`src/rtl/opb_register_ppc2simulink_sync_if.sv`:
```
// OPB bus bundle for the software-to-fabric control register slave.
interface opb_register_ppc2simulink_sync_if;
    logic [0:31] OPB_ABus;
    logic [0:3]  OPB_BE;
    logic [0:31] OPB_DBus;
    logic        OPB_RNW;
    logic        OPB_select;
    logic        OPB_seqAddr;
    logic [0:31] Sl_DBus;
    logic        Sl_xferAck;
    logic        Sl_errAck;
    logic        Sl_retry;
    logic        Sl_toutSup;

    modport master (
        output OPB_ABus, OPB_BE, OPB_DBus, OPB_RNW, OPB_select, OPB_seqAddr,
        input  Sl_DBus, Sl_xferAck, Sl_errAck, Sl_retry, Sl_toutSup
    );

    modport slave (
        input  OPB_ABus, OPB_BE, OPB_DBus, OPB_RNW, OPB_select, OPB_seqAddr,
        output Sl_DBus, Sl_xferAck, Sl_errAck, Sl_retry, Sl_toutSup
    );
endinterface

```
`src/rtl/opb_register_ppc2simulink_sync.sv`:
```
// OPB slave control register: PowerPC writes a 32-bit word presented to fabric with a strobe.
// Define OPB_REG_P2S_WRCOUNT_EN to add a read-only write counter at offset 0x4.
module opb_register_ppc2simulink_sync #(
    parameter logic [31:0] C_BASEADDR   = 32'h0000_0000,
    parameter logic [31:0] C_HIGHADDR   = 32'h0000_00FF,
    parameter int          C_OPB_AWIDTH = 32,
    parameter int          C_OPB_DWIDTH = 32,
    parameter string       C_FAMILY     = "virtex5",
    parameter logic [31:0] C_INIT_VALUE = 32'h0000_0000
) (
    input  logic                               OPB_Clk,
    input  logic                               OPB_Rst,
    opb_register_ppc2simulink_sync_if.slave    bus,
    output logic [31:0]                        user_data_out,
    output logic                               user_data_strobe
);

    typedef enum logic [1:0] {IDLE, ACK, GUARD} state_t;

    state_t      state, state_nxt;
    logic [32:0] lo_diff, hi_diff;
    logic        hit, req, ack;
    logic [29:0] off_word;
    logic [31:0] wr_word, rd_word;
    logic [0:31] rdata;
    logic        strobe_q;
`ifdef OPB_REG_P2S_WRCOUNT_EN
    logic [31:0] wr_count;
`endif

    // 33-bit differences give the window test without constant-compare corner cases
    assign lo_diff  = {1'b0, bus.OPB_ABus} - {1'b0, C_BASEADDR};
    assign hi_diff  = {1'b0, C_HIGHADDR} - {1'b0, bus.OPB_ABus};
    assign hit      = !lo_diff[32] && !hi_diff[32];
    assign off_word = lo_diff[31:2];
    assign req      = bus.OPB_select && hit;

    logic unused_bits;
    assign unused_bits = ^{bus.OPB_seqAddr, lo_diff[1:0], hi_diff[31:0]};

    always_ff @(posedge OPB_Clk) begin
        if (OPB_Rst) state <= IDLE;
        else         state <= state_nxt;
    end

    always_comb begin
        state_nxt = state;
        case (state)
            IDLE:    if (req) state_nxt = ACK;
            ACK:     state_nxt = GUARD;
            GUARD:   state_nxt = IDLE;
            default: state_nxt = IDLE;
        endcase
    end

    // BE[0] pairs with DBus[0:7], which is the most significant user byte
    always_comb begin
        wr_word = user_data_out;
        for (int b = 0; b < 4; b++)
            if (bus.OPB_BE[b]) wr_word[31-8*b -: 8] = bus.OPB_DBus[8*b +: 8];
    end

    always_comb begin
        rd_word = '0;
        if (off_word == 30'd0) rd_word = user_data_out;
`ifdef OPB_REG_P2S_WRCOUNT_EN
        else if (off_word == 30'd1) rd_word = wr_count;
`endif
    end

    always_ff @(posedge OPB_Clk) begin
        if (OPB_Rst) begin
            user_data_out <= C_INIT_VALUE;
            strobe_q      <= 1'b0;
            rdata         <= '0;
`ifdef OPB_REG_P2S_WRCOUNT_EN
            wr_count      <= '0;
`endif
        end else begin
            strobe_q <= 1'b0;
            rdata    <= '0;
            if (state == IDLE && req) begin
                if (bus.OPB_RNW) begin
                    rdata <= rd_word;
                end else if (off_word == 30'd0 && |bus.OPB_BE) begin
                    user_data_out <= wr_word;
                    strobe_q      <= 1'b1;
`ifdef OPB_REG_P2S_WRCOUNT_EN
                    wr_count      <= wr_count + 32'd1;
`endif
                end
            end
        end
    end

    // Reset cuts the ack and strobe in the same cycle rather than one edge later
    assign ack              = (state == ACK) && !OPB_Rst;
    assign user_data_strobe = strobe_q && !OPB_Rst;

    assign bus.Sl_xferAck = ack;
    assign bus.Sl_DBus    = ack ? rdata : '0;
    assign bus.Sl_errAck  = 1'b0;
    assign bus.Sl_retry   = 1'b0;
    assign bus.Sl_toutSup = 1'b0;

endmodule

```
`src/flat_wrapper.sv`:
```
// flat-port wrapper written by rule: the top's interface ports become plain ports
module opb_register_ppc2simulink_sync_flat 
#(
    parameter logic [31:0] C_BASEADDR   = 32'h0000_0000,
    parameter logic [31:0] C_HIGHADDR   = 32'h0000_00FF,
    parameter int          C_OPB_AWIDTH = 32,
    parameter int          C_OPB_DWIDTH = 32,
    parameter string       C_FAMILY     = "       ",
    parameter logic [31:0] C_INIT_VALUE = 32'h0000_0000
)
  (OPB_Clk, OPB_Rst, user_data_out, user_data_strobe, bus_OPB_ABus, bus_OPB_BE, bus_OPB_DBus, bus_OPB_RNW, bus_OPB_select, bus_OPB_seqAddr, bus_Sl_DBus, bus_Sl_xferAck, bus_Sl_errAck, bus_Sl_retry, bus_Sl_toutSup);
  opb_register_ppc2simulink_sync_if bus_i ();
  input  logic OPB_Clk;
  input  logic OPB_Rst;
  output logic [31:0] user_data_out;
  output logic user_data_strobe;
  input wire logic [$bits(bus_i.OPB_ABus)-1:0] bus_OPB_ABus;
  input wire logic [$bits(bus_i.OPB_BE)-1:0] bus_OPB_BE;
  input wire logic [$bits(bus_i.OPB_DBus)-1:0] bus_OPB_DBus;
  input wire logic [$bits(bus_i.OPB_RNW)-1:0] bus_OPB_RNW;
  input wire logic [$bits(bus_i.OPB_select)-1:0] bus_OPB_select;
  input wire logic [$bits(bus_i.OPB_seqAddr)-1:0] bus_OPB_seqAddr;
  output wire logic [$bits(bus_i.Sl_DBus)-1:0] bus_Sl_DBus;
  output wire logic [$bits(bus_i.Sl_xferAck)-1:0] bus_Sl_xferAck;
  output wire logic [$bits(bus_i.Sl_errAck)-1:0] bus_Sl_errAck;
  output wire logic [$bits(bus_i.Sl_retry)-1:0] bus_Sl_retry;
  output wire logic [$bits(bus_i.Sl_toutSup)-1:0] bus_Sl_toutSup;
  assign bus_i.OPB_ABus = bus_OPB_ABus;
  assign bus_i.OPB_BE = bus_OPB_BE;
  assign bus_i.OPB_DBus = bus_OPB_DBus;
  assign bus_i.OPB_RNW = bus_OPB_RNW;
  assign bus_i.OPB_select = bus_OPB_select;
  assign bus_i.OPB_seqAddr = bus_OPB_seqAddr;
  assign bus_Sl_DBus = bus_i.Sl_DBus;
  assign bus_Sl_xferAck = bus_i.Sl_xferAck;
  assign bus_Sl_errAck = bus_i.Sl_errAck;
  assign bus_Sl_retry = bus_i.Sl_retry;
  assign bus_Sl_toutSup = bus_i.Sl_toutSup;
  opb_register_ppc2simulink_sync #(.C_BASEADDR(C_BASEADDR), .C_HIGHADDR(C_HIGHADDR), .C_OPB_AWIDTH(C_OPB_AWIDTH), .C_OPB_DWIDTH(C_OPB_DWIDTH), .C_FAMILY(C_FAMILY), .C_INIT_VALUE(C_INIT_VALUE)) u_core (.OPB_Clk(OPB_Clk), .OPB_Rst(OPB_Rst), .bus(bus_i), .user_data_out(user_data_out), .user_data_strobe(user_data_strobe));
endmodule
```
`config.mk`:
```
export PLATFORM = sky130hd
export DESIGN_NAME = opb_register_ppc2simulink_sync_flat
export DESIGN_NICKNAME = d
export VERILOG_FILES = /design/src/rtl/opb_register_ppc2simulink_sync_if.sv /design/src/rtl/opb_register_ppc2simulink_sync.sv /design/src/flat_wrapper.sv
export SDC_FILE = /design/constraint.sdc
export NUM_CORES = 1
export LEC_CHECK = 0
export ABC_CLOCK_PERIOD_IN_PS = 3120
export BUFFER_PORTS_ARGS = -buffer_cell sky130_fd_sc_hd__clkbuf_2
export CORE_ASPECT_RATIO = 2
export CORE_UTILIZATION = 50
export CTS_BUF_LIST = sky130_fd_sc_hd__clkbuf_8
export CTS_CLUSTER_DIAMETER = 30
export DETAILED_ROUTE_END_ITERATION = 10
export PLACE_DENSITY_LB_ADDON = 0.05
export SLEW_MARGIN = 20
export SYNTH_ARGS = -nofsm -noshare
export SYNTH_HDL_FRONTEND = slang
export SYNTH_SLANG_ARGS = --single-unit
```
`constraint.sdc`:
```
create_clock -name OPB_Clk -period 3.12 [get_ports OPB_Clk]
set_input_delay 0.156 -clock OPB_Clk [delete_from_list [all_inputs] [get_ports OPB_Clk]]
set_output_delay 0.156 -clock OPB_Clk [all_outputs]
set_load 0.03 [all_outputs]
```
==> After elaboration in Yosys (flattened, before gate mapping) <==
Cells that the tools add are included.
{ "word_totals": {"register_bits": 67, "output_inout_bits": 69, "in_bits": 73} }
{ "op_classes": {"eq_ne": 2, "n_bitwise": 3, "n_reduce_logical": 16, "n_addsub": 1, "mux": 4} }
{ "ops": {"columns": ["cell", "count"], "rows": [
  ["8-bit by 32-bit subtractor with 33-bit output, first input constant", 1],
  ["32-bit 2-to-1 mux", 1],
  ["30-bit logical NOT", 1],
  ["4-bit AND reduction", 4],
  ["4-bit OR reduction", 2],
  ["1-bit logical AND", 5],
  ["2-bit case mux with 2 select lines", 1],
  ["1-bit inverter", 3],
  ["3-bit OR reduction", 1],
  ["2-bit by 1-bit == test with 1-bit output, second input constant", 1],
  ["1-bit logical NOT", 2],
  ["2-bit logical NOT", 1],
  ["2-bit 2-to-1 mux", 1],
  ["2-bit by 1-bit inequality test with 1-bit output, second input constant", 1],
  ["1-bit 2-to-1 mux", 1]
]} }

==> Longest topological paths before layout <==
{ "logic_depth": {"depth_word": 6, "depth_mapped": 6, "mapped_depth_nobuf": 4} }

==> Least setup slack after synthesis <==
Ideal clock, no wire load.
{ "synth_timing": {"kind": "input port to output port", "from": "input port OPB_Rst", "to": "output port bus_Sl_DBus[22]", "path_buffers": 2, "required_ns": 2.964, "stages": 4, "arrival_ns": 1.524, "path_slack_ns": 1.440, "path_cell_list": "clkbuf_1 nor3b_1 clkbuf_1 and2_1"} }
{ "synth_via": {"elab_chain_len": 3} }
{ "synth_lines": {"columns": ["element", "line_no", "text"], "rows": [
  ["start: declaration", "flat_wrapper.sv:14", "input logic OPB_Rst;"],
  ["1-bit logical NOT", "opb_register_ppc2simulink_sync.sv:97", "assign ack = (state == ACK) && !OPB_Rst;"],
  ["1-bit logical AND", "opb_register_ppc2simulink_sync.sv:97", null],
  ["named net bus_Sl_xferAck", "flat_wrapper.sv:24", "output wire logic [$bits(bus_i.Sl_xferAck)-1:0] bus_Sl_xferAck;"],
  ["32-bit 2-to-1 mux", "opb_register_ppc2simulink_sync.sv:101", "assign bus.Sl_DBus = ack ? rdata : '0;"],
  ["end: declaration", "flat_wrapper.sv:23", "output wire logic [$bits(bus_i.Sl_DBus)-1:0] bus_Sl_DBus;"]
]} }
The timed path passes the listed nets, and every way through them passes these cells.

==> Final worst setup path <==
{ "layout_timing": {"from": "register u_core.state[1]", "to": "register u_core.rdata[8] (netlist name)"} }
{ "layout_via": {"elab_chain_len": 4} }
{ "layout_lines": {"columns": ["element", "line_no", "text"], "rows": [
  ["start: declaration", "opb_register_ppc2simulink_sync.sv:20", "state_t state, state_nxt;"],
  ["start signal: assignment", "opb_register_ppc2simulink_sync.sv:43", "else state <= state_nxt;"],
  ["2-bit logical NOT", "opb_register_ppc2simulink_sync.sv:82", "if (state == IDLE && req) begin"],
  ["1-bit logical AND", "opb_register_ppc2simulink_sync.sv:82", null],
  ["1-bit inverter (no line)", null, null],
  ["4-bit OR reduction (no line)", null, null],
  ["end signal: assignment", "opb_register_ppc2simulink_sync.sv:84", "rdata <= rd_word;"],
  ["end: declaration", "opb_register_ppc2simulink_sync.sv:25", "logic [0:31] rdata;"]
]} }
Every way passes these cells.
A chain may end at the register's enable or synchronous reset.

==> metrics.md <==
| Metric | Value |
|---|---|
| Via count | 2651 |
| Hold-critical path depth | 3 |
| Post-synthesis cell type count | 28 |
| I/O pin count | around 140 |
| Critical R2R Launch | u_core.state[1]$_SDFFE_PP0P_ |
| Leading area contributor after synthesis | dfxtp_1 |
| Buf/Inv on CP | 2 |
| Hold EP | u_core.user_data_out[1]$_SDFFE_PP0P_ |
| Critical path's most frequent cell | buf_4 |
| Dpl cells | 464 |
| Crit-path cells | nor4_2 > nand4_2 > buf_4 > nor4_4 > buf_4 > and2_1 |
| Drt initial violations | 45 |
| Hold Vio Cnt, Final | 0 |
| Async S/R FF share, synth | 0% |
| Hold_sp | bus_OPB_DBus[1] |
| Crit. End Element | flip-flop |
| Leak pwr | between 1.5 and 2 nW |
| Tcrit/Tclk final | 65.4% |
| Worst setup path class | flip-flop to flip-flop |
| Critical path peak fanout | 35 |
| Clock sink count | 67 |
| Worst Path Required | 3.41 ns |
| Arrival time worst endpoint | 2.33 ns |
| Clock Latency Late Sink | 0.34 ns |
| CP delay by family, top | simple AND/OR/NAND/NOR gates |
| RSZ-0062 raised after global routing | false |
| Site row count | 38 |
| Post-CTS resize count | 0 |
| Non-Filler Instances | 480 |
| Routed WL | 7350 microns |
| Largest net degree at the start of global routing | 38 |
| Max stage delay cell, worst path | nor4_4 |
| Status | finished, final reports clean |
| Clock transition at path regs | 0.07 ns |
| Pwr dens | 487 nW/um^2 |
| Setup TNS | 0 ns |
| Yosys warns | 0 |
| Hold Crit Class | input pin to flip-flop |
| Synth area leaders | dfxtp_1, and2_1, o31ai_1 |
| Total gr overflow | 0 |
| Critical Path Max Stage Delay | 0.46 ns |
| Share of cells above drive strength 1 | around 40% |
| Number of CTS-inserted buffers | 9 |
| Vias in the first global route | 2394 |
| Area Growth Syn to Fin | 33.0% |
| Die ar. | 5880 sq um |
| FF-to-FF End | u_core.rdata[8]$_SDFF_PP0_ |
| N_diodes | 0 |
| Hold_ws | 0.0459 ns |
| Initial antenna violation count | 0 |
| Die Y | roughly 110 microns |
| Post-CTS Setup Inserts | 0 |
| DRT antenna net count | 0 |
| Util after Layout | 68.8% |
| Wire per inst | 15.3 microns |
| Most used DFF post-synth | dfxtp_1 |
| Htree depth | 3 |
| Max Buffers Root-to-Sink | 2 |
| GPL Wtd Cong | 0.753 |
| Gr usage total | 26.8% |
| DRT Pass-1 Iters | 4 |
| Detail Placement HPWL | 5070 microns |
| Reg2reg setup slack | 1.08 ns |
| Top-count cell post-synth | dfxtp_1 |
| Post-synth EDFFs | 0 |
| Root buffer cell | clkbuf_8 |
| F_max | between 400 and 500 MHz |
| Vias per cell | 5.52 |
| Clock skew | 0.00875 ns |
| PortBufs | 135 |
| Hold_buf cts | 0 |
| Post-synth top area share | 48.3% |
| Sequential-to-total area share from yosys stat | 48.3% |
| First-pass GRT wire length | 11300 microns |
| Tmin final | 2.04 ns |
| Slew Viols, Final | 0 |
| Synth cell count leaders | dfxtp_1, and2_1, a21oi_1, nand4_1, o31ai_1 |
| Synthesized instance count | 290 |
| #FFs+latches synth | 67 |
| Final Net Count | 488 |
| Synth Cell Area | 2780 sq um |
| CTS tree | built |
| DRC | 0 |
| Peak supply drop | 0.376 mV |
| Initial Utilization | roughly half |
| Max-cap violation count | 0 |
| Worst reg2reg path depth | 6 |
| Avg Inst Size Synth | 9.58 sq um |
| Die width | roughly 55 microns |
| CP Launch Type | flip-flop |
| Floorplan core area | approximately 5400 sq um |
| Endpoints failing setup | 0 |
==> sequential cells by signal, indices dropped and copies added (netlist names) <==
name,cells
u_core.rdata,32
u_core.state,2
u_core.strobe_q,1
u_core.user_data_out,32
==> logic make-up after synthesis <==
| group | after synthesis | synth area share (%) |
|---|---|---|
| AND/OR/NAND/NOR | 127 | 31.7 |
| other | 1 | 0.135 |
| AO/OA/AOI/OAI | 64 | 14.4 |
| flip-flops | 67 | 48.3 |
| buffers and inverters | 31 | 5.54 |
==> cell type report <==
type	count	area, sq um
clock buffers	10	138
clock inverters	6	105
fillers	476	1680
multi-input cells	194	1300
flip-flops and latches	67	1340
well taps	60	75.1
repair buffers	143	736
==> cells in the final DEF, fill, tap and decap left out, types with 4 or more instances in the layout <==
cell type,n
nand4b_1,4
buf_4,8
a21oi_1,32
nor4_1,4
nand4_1,32
clkbuf_8,10
dfxtp_1,67
clkbuf_2,135
o31ai_1,32
and2_1,64
and4b_1,4
==> worst max path at each step <==
stage / startpoint / endpoint / cells past startpoint
2_1_floorplan: OPB_Rst / bus_Sl_DBus[22] / 4
3_3_place_gp: u_core.state[1]$_SDFFE_PP0P_ / u_core.rdata[7]$_SDFF_PP0_ / 6
3_5_place_dp: u_core.state[1]$_SDFFE_PP0P_ / u_core.rdata[8]$_SDFF_PP0_ / 6
4_1_cts: u_core.state[1]$_SDFFE_PP0P_ / u_core.rdata[8]$_SDFF_PP0_ / 6
5_1_grt: u_core.state[1]$_SDFFE_PP0P_ / u_core.rdata[28]$_SDFF_PP0_ / 6
6_report: u_core.state[1]$_SDFFE_PP0P_ / u_core.rdata[8]$_SDFF_PP0_ / 6
==> tightest hold or removal path: stages <==
cell      delay (ns)
clkbuf_2        0.08
nand4_1         0.05
a21oi_1         0.05
==> metal layers <==
layer | vias to the layer above | share of wire, % | track usage, %
li1 | 1301 | - | -
met1 | 1242 | 38 | 30.3
met2 | 99 | 54 | 45.3
met3 | 9 | 6.5 | 7.77
met4 | 0 | 1.3 | 9.34
met5 | - | 0 | 0
==> where the power goes <==
| group | internal (W) | switching (W) |
|---|---|---|
| logic | 0.0000369 | 0.0000363 |
| clock network | 0.000547 | 0.000324 |
| registers | 0.000855 | 0.000000000000813 |
==> metrics by stage <==
stage,cell area (sq um),power [W],setup slack [ns]
after global placement,3450,0.000946,1.15
after global routing,3700,0.00185,0.917
after detailed placement,3450,0.000947,1.08
after CTS,3700,0.00181,1.07
final,3700,0.00180,1.08
after floorplan,2790,0.000898,1.44
(Power assumes the default switching activity.)
